===== src/rtl/imem_load_arbiter_pkg.sv =====
// Shared types and constants for the instruction-memory load arbiter.
package imem_load_arbiter_pkg;

  localparam int DATA_W = 16;
  localparam int BYTE_W = 8;

  // Loader sequencing states. RUN is the only state where fetch is served.
  typedef enum logic [2:0] {
    ST_RUN  = 3'd0,
    ST_LO   = 3'd1,
    ST_HI   = 3'd2,
    ST_WR   = 3'd3,
    ST_DONE = 3'd4
  } ld_state_e;

  // Combine the two loader bytes into a memory word.
  // When lo_first is set, the byte that arrived first goes into the low half.
  function automatic logic [DATA_W-1:0] pack_bytes(input logic [BYTE_W-1:0] first,
                                                   input logic [BYTE_W-1:0] second,
                                                   input bit lo_first);
    return lo_first ? {second, first} : {first, second};
  endfunction

endpackage


===== src/rtl/imem_load_arbiter_if.sv =====
// Fetch, loader and memory-port signals of the load arbiter.
interface imem_load_arbiter_if #(
  parameter int ADDR_W = 8
);
  import imem_load_arbiter_pkg::*;

  logic              fetch_req;
  logic [ADDR_W-1:0] fetch_addr;
  logic              fetch_stall;
  logic              fetch_valid;
  logic [DATA_W-1:0] fetch_data;

  logic              ld_start;
  logic [ADDR_W:0]   ld_words;
  logic              ld_abort;
  logic              ld_valid;
  logic [BYTE_W-1:0] ld_byte;
  logic              ld_ready;
  logic              ld_busy;
  logic              ld_done;

  logic              mem_rw_en;
  logic [ADDR_W-1:0] mem_addr;
  logic [DATA_W-1:0] mem_wdata;
  logic [DATA_W-1:0] mem_rdata;

  // Arbiter side.
  modport slave (
    input  fetch_req, fetch_addr, ld_start, ld_words, ld_abort, ld_valid, ld_byte, mem_rdata,
    output fetch_stall, fetch_valid, fetch_data, ld_ready, ld_busy, ld_done,
           mem_rw_en, mem_addr, mem_wdata
  );

  // CPU / loader / memory side.
  modport master (
    output fetch_req, fetch_addr, ld_start, ld_words, ld_abort, ld_valid, ld_byte, mem_rdata,
    input  fetch_stall, fetch_valid, fetch_data, ld_ready, ld_busy, ld_done,
           mem_rw_en, mem_addr, mem_wdata
  );

endinterface


===== src/rtl/imem_word_packer.sv =====
// Holds the two bytes of the word being loaded and presents them packed.
module imem_word_packer
  import imem_load_arbiter_pkg::*;
#(
  parameter bit LO_FIRST = 1'b1
) (
  input  logic              clk,
  input  logic              rst,
  input  logic              clear,
  input  logic              cap_first,
  input  logic              cap_second,
  input  logic [BYTE_W-1:0] byte_in,
  output logic [DATA_W-1:0] word
);

  logic [BYTE_W-1:0] first_reg;
  logic [BYTE_W-1:0] second_reg;

  // Capture each byte of the pair; an abandoned load leaves nothing behind.
  always_ff @(posedge clk) begin
    if (rst || clear) begin
      first_reg  <= '0;
      second_reg <= '0;
    end else begin
      if (cap_first)  first_reg  <= byte_in;
      if (cap_second) second_reg <= byte_in;
    end
  end

  assign word = pack_bytes(first_reg, second_reg, LO_FIRST);

endmodule


===== src/rtl/imem_load_arbiter.sv =====
// Sole owner of the instruction memory port: serves CPU fetches, and while a
// program load is running stalls fetch and writes loader byte pairs as words
// at incrementing addresses from 0.
module imem_load_arbiter
  import imem_load_arbiter_pkg::*;
#(
  parameter int ADDR_W   = 8,
  parameter bit LO_FIRST = 1'b1
) (
  input logic                clk,
  input logic                rst,
  imem_load_arbiter_if.slave bus
);

  ld_state_e         state_reg;
  logic [ADDR_W-1:0] wr_addr_reg;
  logic [ADDR_W:0]   word_cnt_reg;
  logic [ADDR_W:0]   len_reg;
  logic              fetch_valid_reg;

  logic              in_pair;
  logic              abort_pair;
  logic              cap_first;
  logic              cap_second;
  logic [ADDR_W:0]   cnt_next;
  logic              last_word;
  logic              wr_cycle;
  logic [DATA_W-1:0] packed_word;

  assign in_pair    = (state_reg == ST_LO) || (state_reg == ST_HI);
  assign abort_pair = in_pair && bus.ld_abort;
  // Abort wins over a byte offered in the same cycle.
  assign cap_first  = (state_reg == ST_LO) && bus.ld_valid && !bus.ld_abort;
  assign cap_second = (state_reg == ST_HI) && bus.ld_valid && !bus.ld_abort;

  // A word count of zero stands for a full memory; the counter then
  // reaches 2**ADDR_W exactly when the last word is being written.
  assign cnt_next  = word_cnt_reg + 1'b1;
  assign last_word = (len_reg == '0) ? cnt_next[ADDR_W] : (cnt_next == len_reg);

  imem_word_packer #(
    .LO_FIRST(LO_FIRST)
  ) u_packer (
    .clk       (clk),
    .rst       (rst),
    .clear     (abort_pair),
    .cap_first (cap_first),
    .cap_second(cap_second),
    .byte_in   (bus.ld_byte),
    .word      (packed_word)
  );

  // Load sequencing, write address/count and fetch acknowledge.
  always_ff @(posedge clk) begin
    if (rst) begin
      state_reg       <= ST_RUN;
      wr_addr_reg     <= '0;
      word_cnt_reg    <= '0;
      len_reg         <= '0;
      fetch_valid_reg <= 1'b0;
    end else begin
      fetch_valid_reg <= bus.fetch_req && (state_reg == ST_RUN);
      case (state_reg)
        ST_RUN: begin
          if (bus.ld_start) begin
            len_reg      <= bus.ld_words;
            wr_addr_reg  <= '0;
            word_cnt_reg <= '0;
            state_reg    <= ST_LO;
          end
        end
        ST_LO: begin
          if (bus.ld_abort)      state_reg <= ST_RUN;
          else if (bus.ld_valid) state_reg <= ST_HI;
        end
        ST_HI: begin
          if (bus.ld_abort)      state_reg <= ST_RUN;
          else if (bus.ld_valid) state_reg <= ST_WR;
        end
        ST_WR: begin
          wr_addr_reg  <= wr_addr_reg + 1'b1;
          word_cnt_reg <= cnt_next;
          state_reg    <= last_word ? ST_DONE : ST_LO;
        end
        ST_DONE: state_reg <= ST_RUN;
        default: state_reg <= ST_RUN;
      endcase
    end
  end

  // A reset cycle must never write, even if it lands in WR.
  assign wr_cycle = (state_reg == ST_WR) && !rst;

  assign bus.mem_rw_en   = !wr_cycle;
  assign bus.mem_addr    = wr_cycle ? wr_addr_reg : bus.fetch_addr;
  assign bus.mem_wdata   = packed_word;

  assign bus.fetch_stall = (state_reg != ST_RUN);
  assign bus.fetch_valid = fetch_valid_reg;
  assign bus.fetch_data  = bus.mem_rdata;

  assign bus.ld_ready    = in_pair;
  assign bus.ld_busy     = (state_reg != ST_RUN);
  assign bus.ld_done     = (state_reg == ST_DONE) && !rst;

endmodule


===== src/flat_wrapper.sv =====
// flat-port wrapper written by rule: the top's interface ports become plain ports
module imem_load_arbiter_flat import imem_load_arbiter_pkg::*;
#(
  parameter int ADDR_W   = 8,
  parameter bit LO_FIRST = 1'b1
)
  (clk, rst, bus_fetch_req, bus_fetch_addr, bus_ld_start, bus_ld_words, bus_ld_abort, bus_ld_valid, bus_ld_byte, bus_mem_rdata, bus_fetch_stall, bus_fetch_valid, bus_fetch_data, bus_ld_ready, bus_ld_busy, bus_ld_done, bus_mem_rw_en, bus_mem_addr, bus_mem_wdata);
  imem_load_arbiter_if #(.ADDR_W(ADDR_W)) bus_i ();
  input logic clk;
  input logic rst;
  input wire logic [$bits(bus_i.fetch_req)-1:0] bus_fetch_req;
  input wire logic [$bits(bus_i.fetch_addr)-1:0] bus_fetch_addr;
  input wire logic [$bits(bus_i.ld_start)-1:0] bus_ld_start;
  input wire logic [$bits(bus_i.ld_words)-1:0] bus_ld_words;
  input wire logic [$bits(bus_i.ld_abort)-1:0] bus_ld_abort;
  input wire logic [$bits(bus_i.ld_valid)-1:0] bus_ld_valid;
  input wire logic [$bits(bus_i.ld_byte)-1:0] bus_ld_byte;
  input wire logic [$bits(bus_i.mem_rdata)-1:0] bus_mem_rdata;
  output wire logic [$bits(bus_i.fetch_stall)-1:0] bus_fetch_stall;
  output wire logic [$bits(bus_i.fetch_valid)-1:0] bus_fetch_valid;
  output wire logic [$bits(bus_i.fetch_data)-1:0] bus_fetch_data;
  output wire logic [$bits(bus_i.ld_ready)-1:0] bus_ld_ready;
  output wire logic [$bits(bus_i.ld_busy)-1:0] bus_ld_busy;
  output wire logic [$bits(bus_i.ld_done)-1:0] bus_ld_done;
  output wire logic [$bits(bus_i.mem_rw_en)-1:0] bus_mem_rw_en;
  output wire logic [$bits(bus_i.mem_addr)-1:0] bus_mem_addr;
  output wire logic [$bits(bus_i.mem_wdata)-1:0] bus_mem_wdata;
  assign bus_i.fetch_req = bus_fetch_req;
  assign bus_i.fetch_addr = bus_fetch_addr;
  assign bus_i.ld_start = bus_ld_start;
  assign bus_i.ld_words = bus_ld_words;
  assign bus_i.ld_abort = bus_ld_abort;
  assign bus_i.ld_valid = bus_ld_valid;
  assign bus_i.ld_byte = bus_ld_byte;
  assign bus_i.mem_rdata = bus_mem_rdata;
  assign bus_fetch_stall = bus_i.fetch_stall;
  assign bus_fetch_valid = bus_i.fetch_valid;
  assign bus_fetch_data = bus_i.fetch_data;
  assign bus_ld_ready = bus_i.ld_ready;
  assign bus_ld_busy = bus_i.ld_busy;
  assign bus_ld_done = bus_i.ld_done;
  assign bus_mem_rw_en = bus_i.mem_rw_en;
  assign bus_mem_addr = bus_i.mem_addr;
  assign bus_mem_wdata = bus_i.mem_wdata;
  imem_load_arbiter #(.ADDR_W(ADDR_W), .LO_FIRST(LO_FIRST)) u_core (.clk(clk), .rst(rst), .bus(bus_i));
endmodule

===== config.mk =====
export PLATFORM = sky130hd
export DESIGN_NAME = imem_load_arbiter_flat
export DESIGN_NICKNAME = d
export VERILOG_FILES = /design/src/rtl/imem_load_arbiter_pkg.sv /design/src/rtl/imem_load_arbiter_if.sv /design/src/rtl/imem_word_packer.sv /design/src/rtl/imem_load_arbiter.sv /design/src/flat_wrapper.sv
export SDC_FILE = /design/constraint.sdc
export NUM_CORES = 1
export LEC_CHECK = 0
export CORE_MARGIN = 2
export CORE_UTILIZATION = 43
export DETAILED_ROUTE_END_ITERATION = 8
export HOLD_SLACK_MARGIN = 0.06
export MAX_ROUTING_LAYER = met4
export PLACE_DENSITY = 0.78
export SLEW_MARGIN = 5
export SYNTH_ARGS = -nofsm -noshare
export SYNTH_HDL_FRONTEND = slang
export SYNTH_SLANG_ARGS = --single-unit

===== constraint.sdc =====
create_clock -name clk -period 4.5 [get_ports clk]
set_clock_uncertainty 0.2 [all_clocks]
set_input_delay 0.9 -clock clk [delete_from_list [all_inputs] [get_ports clk]]
set_output_delay 0.9 -clock clk [all_outputs]
set_load 0.05 [all_outputs]

## After elaboration in Yosys (flattened, before gate mapping)

Cells that the tools add are included.

| storage, ports and cells | value |
|---|---|
| register bits | 46 |
| input bits | 47 |
| output and inout bits | 46 |
| logic and storage cells | 50 |

| cells by class | value |
|---|---|
| $add $sub $neg | 2 |
| equality and inequality tests | 8 |
| multiplexer cells | 13 |
| reductions and logical operators | 20 |

Operator list:

| operator | count |
|---|---|
| $mux W3 | 6 |
| $pmux W9 S2 | 1 |
| $mux W8 | 2 |
| $pmux W8 S2 | 1 |
| $pmux W3 S4 | 1 |
| $add A9 B1 Y9 const B | 1 |
| $eq A9 B9 Y1 | 1 |
| $logic_not A9 Y1 | 1 |
| $mux W9 | 1 |
| $add A8 B1 Y8 const B | 1 |
| $logic_and A1 B1 Y1 | 8 |
| $eq A3 B2 Y1 const B | 2 |
| $ne A3 B3 Y1 const B | 2 |
| $reduce_and A2 Y1 | 2 |
| $eq A3 B1 Y1 const B | 1 |
| $eq A3 B3 Y1 const B | 1 |
| $logic_not A1 Y1 | 3 |
| $logic_not A3 Y1 | 1 |
| $reduce_and A3 Y1 | 1 |
| $reduce_bool A3 Y1 | 1 |
| $logic_or A1 B1 Y1 | 2 |
| $ne A2 B2 Y1 const B | 1 |
| $reduce_bool A2 Y1 | 1 |
| $mux W1 | 1 |

## Depth between registers and ports, before layout

Gate-level depths: netlist of the first run.

| depth | value |
|---|---|
| word-level depth | 5 |
| gate-level depth with buffers | 7 |
| mapped depth without buffers | 6 |

## By module

A second synthesis of the first run with hierarchy kept.

| second synthesis, totals | value |
|---|---|
| cell total of the unflattened synthesis | 297 |
| area total of the unflattened synthesis | 2479.9 µm² |

By module, submodules not included:

| module | times used | cells an instance | area each (µm²) |
|---|---|---|---|
| imem_load_arbiter | 1 | 244 | 1894.3 |
| imem_word_packer | 1 | 53 | 585.6 |

## Least setup slack after synthesis of the first run

OpenSTA, ideal clock, no wires.

| timing path | value |
|---|---|
| kind | in2out |
| start | input rst |
| end | output bus_ld_done |
| arrival | 2.715 ns |
| required time | 3.400 ns |
| slack | 0.685 ns |
| stages on the path | 2 |
| buffers on the path | 1 |
| cell sequence | clkbuf_1 > nor4b_1 |

| between the ends | value |
|---|---|
| cells in the longest elaborated chain, start to end | 2 |

Ends and longest elaborated chain:

| item | RTL line | source |
|---|---|---|
| start, declared | flat_wrapper.sv:10 | `input logic rst;` |
| $logic_not A1 Y1 | imem_load_arbiter.sv:104 | `assign bus.ld_done = (state_reg == ST_DONE) && !rst;` |
| $logic_and A1 B1 Y1 | imem_load_arbiter.sv:104 |  |
| end, declared | flat_wrapper.sv:24 | `output wire logic [$bits(bus_i.ld_done)-1:0] bus_ld_done;` |

Every way passes these cells.

## Worst setup path in the final report of the first run

| timing path | value |
|---|---|
| start | input rst |
| end | output bus_mem_addr[3] |

| between the ends | value |
|---|---|
| cells in the longest elaborated chain, start to end | 3 |

Ends and longest elaborated chain:

| item | RTL line | source |
|---|---|---|
| $logic_not A1 Y1 | imem_load_arbiter.sv:92 | `assign wr_cycle = (state_reg == ST_WR) && !rst;` |
| $logic_and A1 B1 Y1 | imem_load_arbiter.sv:92 |  |
| $mux W8 | imem_load_arbiter.sv:95 | `assign bus.mem_addr = wr_cycle ? wr_addr_reg : bus.fetch_addr;` |
| end, declared | flat_wrapper.sv:26 | `output wire logic [$bits(bus_i.mem_addr)-1:0] bus_mem_addr;` |

Every way passes these cells.

==> results of run 1 <==
## per-stage QoR
| step | area [um2] | setup slack (ps) | hold WS, ps | instances |
|---|---|---|---|---|
| 6_report | 3080 | 1220 | 286 | 406 |
| 5_1_grt | 3080 | 1130 | 320 | 406 |
| 4_1_cts | 3080 | 1200 | 293 | 406 |
| 3_5_place_dp | 2990 | 1200 | 282 | 398 |
| 3_3_place_gp | 2990 | 1220 | 272 | 398 |
| 2_1_floorplan | 2520 | 685 | 260 | 298 |
## cells by family (layout without fill, tap and decap cells)
group	after synthesis	in the layout	share of synthesized area, %
and+or+nand+nor	127	127	26.2
AOI/OAI and AO/OA	54	54	14.1
DFF	46	46	36.5
buffers and inverters	35	71	8.63
muxes	27	27	11.2
xor gates and xnor gates	7	7	2.43
adders and majority gates	2	2	0.991
## worst max-delay path, delay by kind of cell
family        cells  cell delay, ps
simple gates      1              70
buf+inv           3             850
mux               1             360
## power by group through the flow
stage | clock network (W) | registers [W] | logic (W)
detailed placement | 0 | 0.000437 | 0.000162
global route | 0.000281 | 0.000429 | 0.000175
global placement | 0 | 0.000437 | 0.000159
floorplan | 0 | 0.000442 | 0.000138
CTS | 0.000267 | 0.000428 | 0.000162
finish | 0.000259 | 0.000428 | 0.000161
## cell usage in the layout (no fill, tap or decap), types with 3 or more instances in the layout
master,instances
mux2_2,9
xnor2_1,4
o31a_1,3
or3_1,4
nor2_1,45
buf_4,11
nand2b_1,4
nand3_1,8
o21ai_0,4
nor4_1,8
a22oi_1,3
mux2i_1,17
nor2b_1,3
clkdlybuf4s50_1,50
nand2_1,29
o211ai_1,3
a21oi_1,20
nor3_1,5
nor3b_1,4
xor2_1,3
clkbuf_8,6
o21ai_1,7
dfxtp_1,46
## per-layer routing
layer	part of all wire, %	routed length (um)	up-vias
met3	5.5	304	7
met1	46	2560	975
li1	-	-	1111
met5	0	0	-
met4	1.0	55	0
met2	47	2590	56
## final timing paths
check                             end  slack [ps]  cells past startpoint
setup reg to reg  u_core.state_reg[0]        2170                      6
hold / removal      u_core.len_reg[6]         290                      2
setup / recovery      bus_mem_addr[3]        1220                      5
hold reg to reg     u_core.len_reg[6]         290                      2
## final cells by class
cell class	count	area, um2	area share [%]
clock buffers	7	86.3	2.80
clock inverters	1	5.00	0.163
inverters	2	7.51	0.244
multi-input cells	217	1390	45.0
flip-flops and latches	46	921	29.9
well taps	72	90.1	2.93
repair buffers	61	583	18.9
==> results.py, run 1 <==
metrics = {
    "run_status": {
        "run_status": "complete, no violations",
    },
    "finish": {
        "drive_above_1_share_pct": 11.4,
        "fillers": 560,
        "nets": 382,
        "fin_util_pct": 55.2,
        "area_growth_pct": 22.0,
        "antenna_cells": 0,
    },
    "floorplanning": {
        "dieArea_mm2": 0.00650,
        "io_pins": 93,
        "die_y_um": 80.6,
        "rows": 27,
        "die_width_um": 80.6,
        "initial_core_util_pct": 45.3,
        "core_area_mm2": 0.00557,
    },
    "sta": {
        "setup-violations-final": 0,
        "drv_slew": 0,
        "period_share_pct": 72.9,
        "final.min_clock_period_ps": 3280,
        "tightest_slew_ps": 798,
        "max_freq_ghz": 0.305,
        "rsz0062_at_grt": "false",
        "slew_headroom_pct": 46.6,
        "final.setup.tns_ps": 0,
        "hold_viol": 0,
    },
    "critical_path": {
        "startpoint_type": "input pin",
        "cp_data_arrival_time_ps": 2180,
        "cp_cell_sequence": "clkdlybuf4s50_1 -> nor2_1 -> inv_2 -> mux2_2 -> buf_4",
        "max_stage_delay_ps": 480,
        "crit_path_top_delay_cell": "clkdlybuf4s50_1",
        "cp.required_ps": 3400,
        "critPathKind": "in2out",
        "worstReg2RegStart": "u_core.word_cnt_reg[0]",
        "worstPathMaxFanout": 9,
        "critPathCaptureType": "primary output",
        "crit_path_start": "rst",
    },
    "logic_synthesis": {
        "synthFlopType": "dfxtp_1",
        "ys.warnings.count": 0,
        "netlist_top_cells_area": "dfxtp_1, mux2i_1, nor2_1, buf_4, nand2_1",
        "synthTopCellsByCount": "dfxtp_1, nor2_1, nand2_1",
        "synthDistinctLibCells": 55,
        "postSynthCellCount": 298,
        "ys_ff_latch": 46,
        "synth_most_common_cell": "dfxtp_1",
        "synth_top_cell_area_share_pct": 36.5,
        "synth_area_mm2": 0.00252,
        "async_flop_share_pct": 0,
        "yosysSeqAreaShare_pct": 36.5,
        "synth_edf_count": 0,
        "avgSynthCellArea_um2": 8.47,
        "synth_nets": 347,
        "synth_area_leader_cell": "dfxtp_1",
    },
    "route": {
        "wire_per_inst_um": 13.6,
        "drcViolationCount": 0,
        "vias_per_cell": 5.29,
        "drt_iter0_drc": 62,
        "num_vias": 2149,
        "drtAntennaViolNets": 0,
        "drtPass1Iterations": 5,
        "wl_um": 5510,
    },
    "clock_network": {
        "cts_resized": 0,
        "tritoncts": "yes",
        "cts_buffers": 5,
        "cts_buffer_depth": 2,
        "insertion_delay_ps": 300,
        "ctsHoldBuffers": 0,
        "cts_sinks": 46,
        "post_cts_buffers": 0,
        "clk_pin_slew_ps": 80,
        "ctsRootBufferMaster": "clkbuf_8",
        "h-tree-depth": 2,
    },
    "grt": {
        "grtUsageMet3_pct": 3.71,
        "overflow": 0,
        "grt_usage_pct": 17.6,
        "grt_pass1_wl_um": 8760,
        "antenna_found_initial": 0,
        "grt_start_max_net_pins": 33,
        "grt_pass1_vias": 1923,
        "use_met1_pct": 22.2,
        "grt_util_met2_pct": 28.4,
        "top_usage_layer": "met2",
    },
    "pwr": {
        "swShare_pct": 28.2,
        "pwr-share-comb_pct": 19.0,
        "power_frac_seq_pct": 50.4,
        "p_leak_nw": 1.16,
        "power_density_mw_per_mm2": 276,
        "internal_power_w": 0.000609,
        "power_w": 0.000848,
        "ir_drop_uv": 109,
        "p_switching_w": 0.000239,
        "p_clk_share_pct": 30.5,
    },
    "min_path": {
        "hp-start": "u_core.len_reg[6]",
        "hold_path_class": "reg2reg",
    },
    "place": {
        "gp_congestion": 0.859,
        "dpl.hpwl_um": 3980,
        "io_buffers": 60,
    },
    "job": {
        "maxCapViolCount": 0,
    },
}
Note: power is estimated with default switching activity, not from simulation.
==> inputs of run 2 (changes only) <==
==> constraint.sdc (replaced) <==
create_clock -name clk -period 3.43 [get_ports clk]
set_clock_uncertainty 0.2 [all_clocks]
set_input_delay 0.686 -clock clk [delete_from_list [all_inputs] [get_ports clk]]
set_output_delay 0.686 -clock clk [all_outputs]
set_load 0.05 [all_outputs]
==> run 2 against run 1 <==
Utilization increased by 0.45 points. Register-to-register slack got worse by 1100 ps. Cell count increased by 0.25%. Highest routed layer unchanged.
==> results.py, run 2 (synthesis results as in run 1) <==
metrics = {
    "floorplanning": {
        "dieArea_mm2": 0.00650,
        "core_area_mm2": 0.00557,
        "io_pins": 93,
        "die_y_um": 80.6,
        "die_width_um": 80.6,
        "initial_core_util_pct": 45.3,
        "rows": 27,
    },
    "clock_network": {
        "post_cts_buffers": 0,
        "clk_pin_slew_ps": 80,
        "cts_sinks": 46,
        "h-tree-depth": 2,
        "tritoncts": "yes",
        "ctsHoldBuffers": 0,
        "cts_resized": 0,
        "ctsRootBufferMaster": "clkbuf_8",
        "cts_buffers": 5,
        "cts_buffer_depth": 2,
        "insertion_delay_ps": 290,
    },
    "place": {
        "dpl.hpwl_um": 4090,
        "gp_congestion": 0.845,
        "io_buffers": 60,
        "dp_slack_ps": 494,
    },
    "sta": {
        "final.min_clock_period_ps": 2970,
        "setup-violations-final": 0,
        "rsz0062_at_grt": "false",
        "period_share_pct": 86.6,
        "slew_headroom_pct": 59.0,
        "tightest_slew_ps": 606,
        "max_freq_ghz": 0.337,
        "final.setup.tns_ps": 0,
        "hold_viol": 0,
        "setup_slack_ps": 459,
        "drv_slew": 0,
        "hold_ws_ps": 287,
    },
    "route": {
        "drtPass1Iterations": 4,
        "drt_iter0_drc": 123,
        "num_vias": 2180,
        "wire_per_inst_um": 13.7,
        "wl_um": 5580,
        "drtAntennaViolNets": 0,
        "drcViolationCount": 0,
        "vias_per_cell": 5.36,
    },
    "finish": {
        "multiInputGateArea_mm2": 0.00139,
        "antenna_cells": 0,
        "final_common_cell": "clkdlybuf4s50_1",
        "final_cell_mix": "clkdlybuf4s50_1, dfxtp_1, nor2_1",
        "seq_area_um2": 921,
        "nets": 384,
        "fillers": 520,
        "area_growth_pct": 23.0,
        "drive_above_1_share_pct": 11.3,
    },
    "min_path": {
        "hold_path_class": "reg2reg",
    },
    "run_status": {
        "run_status": "complete, no violations",
    },
    "job": {
        "maxCapViolCount": 0,
    },
    "grt": {
        "grt_pass1_wl_um": 8830,
        "grt_pass1_vias": 1978,
        "grt_start_max_net_pins": 32,
        "overflow": 0,
        "antenna_found_initial": 0,
        "grt_usage_pct": 17.7,
    },
    "critical_path": {
        "startpoint_type": "register",
        "critPathCaptureType": "primary output",
        "cp.required_ps": 2540,
        "cp_data_arrival_time_ps": 2090,
        "critPathKind": "reg2out",
        "worstPathMaxFanout": 24,
    },
    "pwr": {
        "p_leak_nw": 1.17,
        "power_density_mw_per_mm2": 350,
        "ir_drop_uv": 210,
    },
}
-- run 2: area by class of cell --
| type | instances | area share [%] |
|---|---|---|
| clock buffer | 7 | 2.46 |
| tap | 72 | 2.90 |
| inverter | 2 | 0.242 |
| multi-input combinational | 217 | 44.6 |
| timing repair buffer | 63 | 20.1 |
| sequential | 46 | 29.7 |
-- run 2: routing by layer --
metal  vias to the layer above  GRT usage (%)  wire, um
met5                         -              -         0
met4                         0           6.27        80
met3                         7           2.92       326
met2                        58           29.3      2730
met1                      1001           21.7      2440
li1                       1114              -         -
-- run 2: final timing paths --
path	start	endpoint	slack, ps	cells past startpoint
worst min register to register	u_core.len_reg[1]	u_core.len_reg[1]	290	2
worst max-delay path	u_core.state_reg[2]	bus_mem_addr[0]	460	5
worst min-delay path	u_core.len_reg[1]	u_core.len_reg[1]	290	2
worst max register to register	u_core.word_cnt_reg[0]	u_core.state_reg[0]	1100	6
-- run 2: metrics by stage --
stage	instances	util (%)	area [um2]	power (W)
5_1_grt	407	55.7	3100	0.00113
3_5_place_dp	400	54.3	3030	0.000790
2_1_floorplan	298	-	2520	0.000760
3_3_place_gp	400	54.3	3030	0.000786
4_1_cts	407	55.7	3100	0.00109
6_report	407	55.7	3100	0.00109
-- run 2: power breakdown --
group | internal (W) | switching, W
combinational | 0.0000926 | 0.000124
sequential | 0.000546 | 0.0000151
clock | 0.000141 | 0.000169
-- run 2: worst max-delay path: stages, from the launching register on --
cell	delay [ps]
dfxtp_1	520
nand3b_4	380
nor2_1	110
inv_2	210
mux2_2	370
buf_4	190
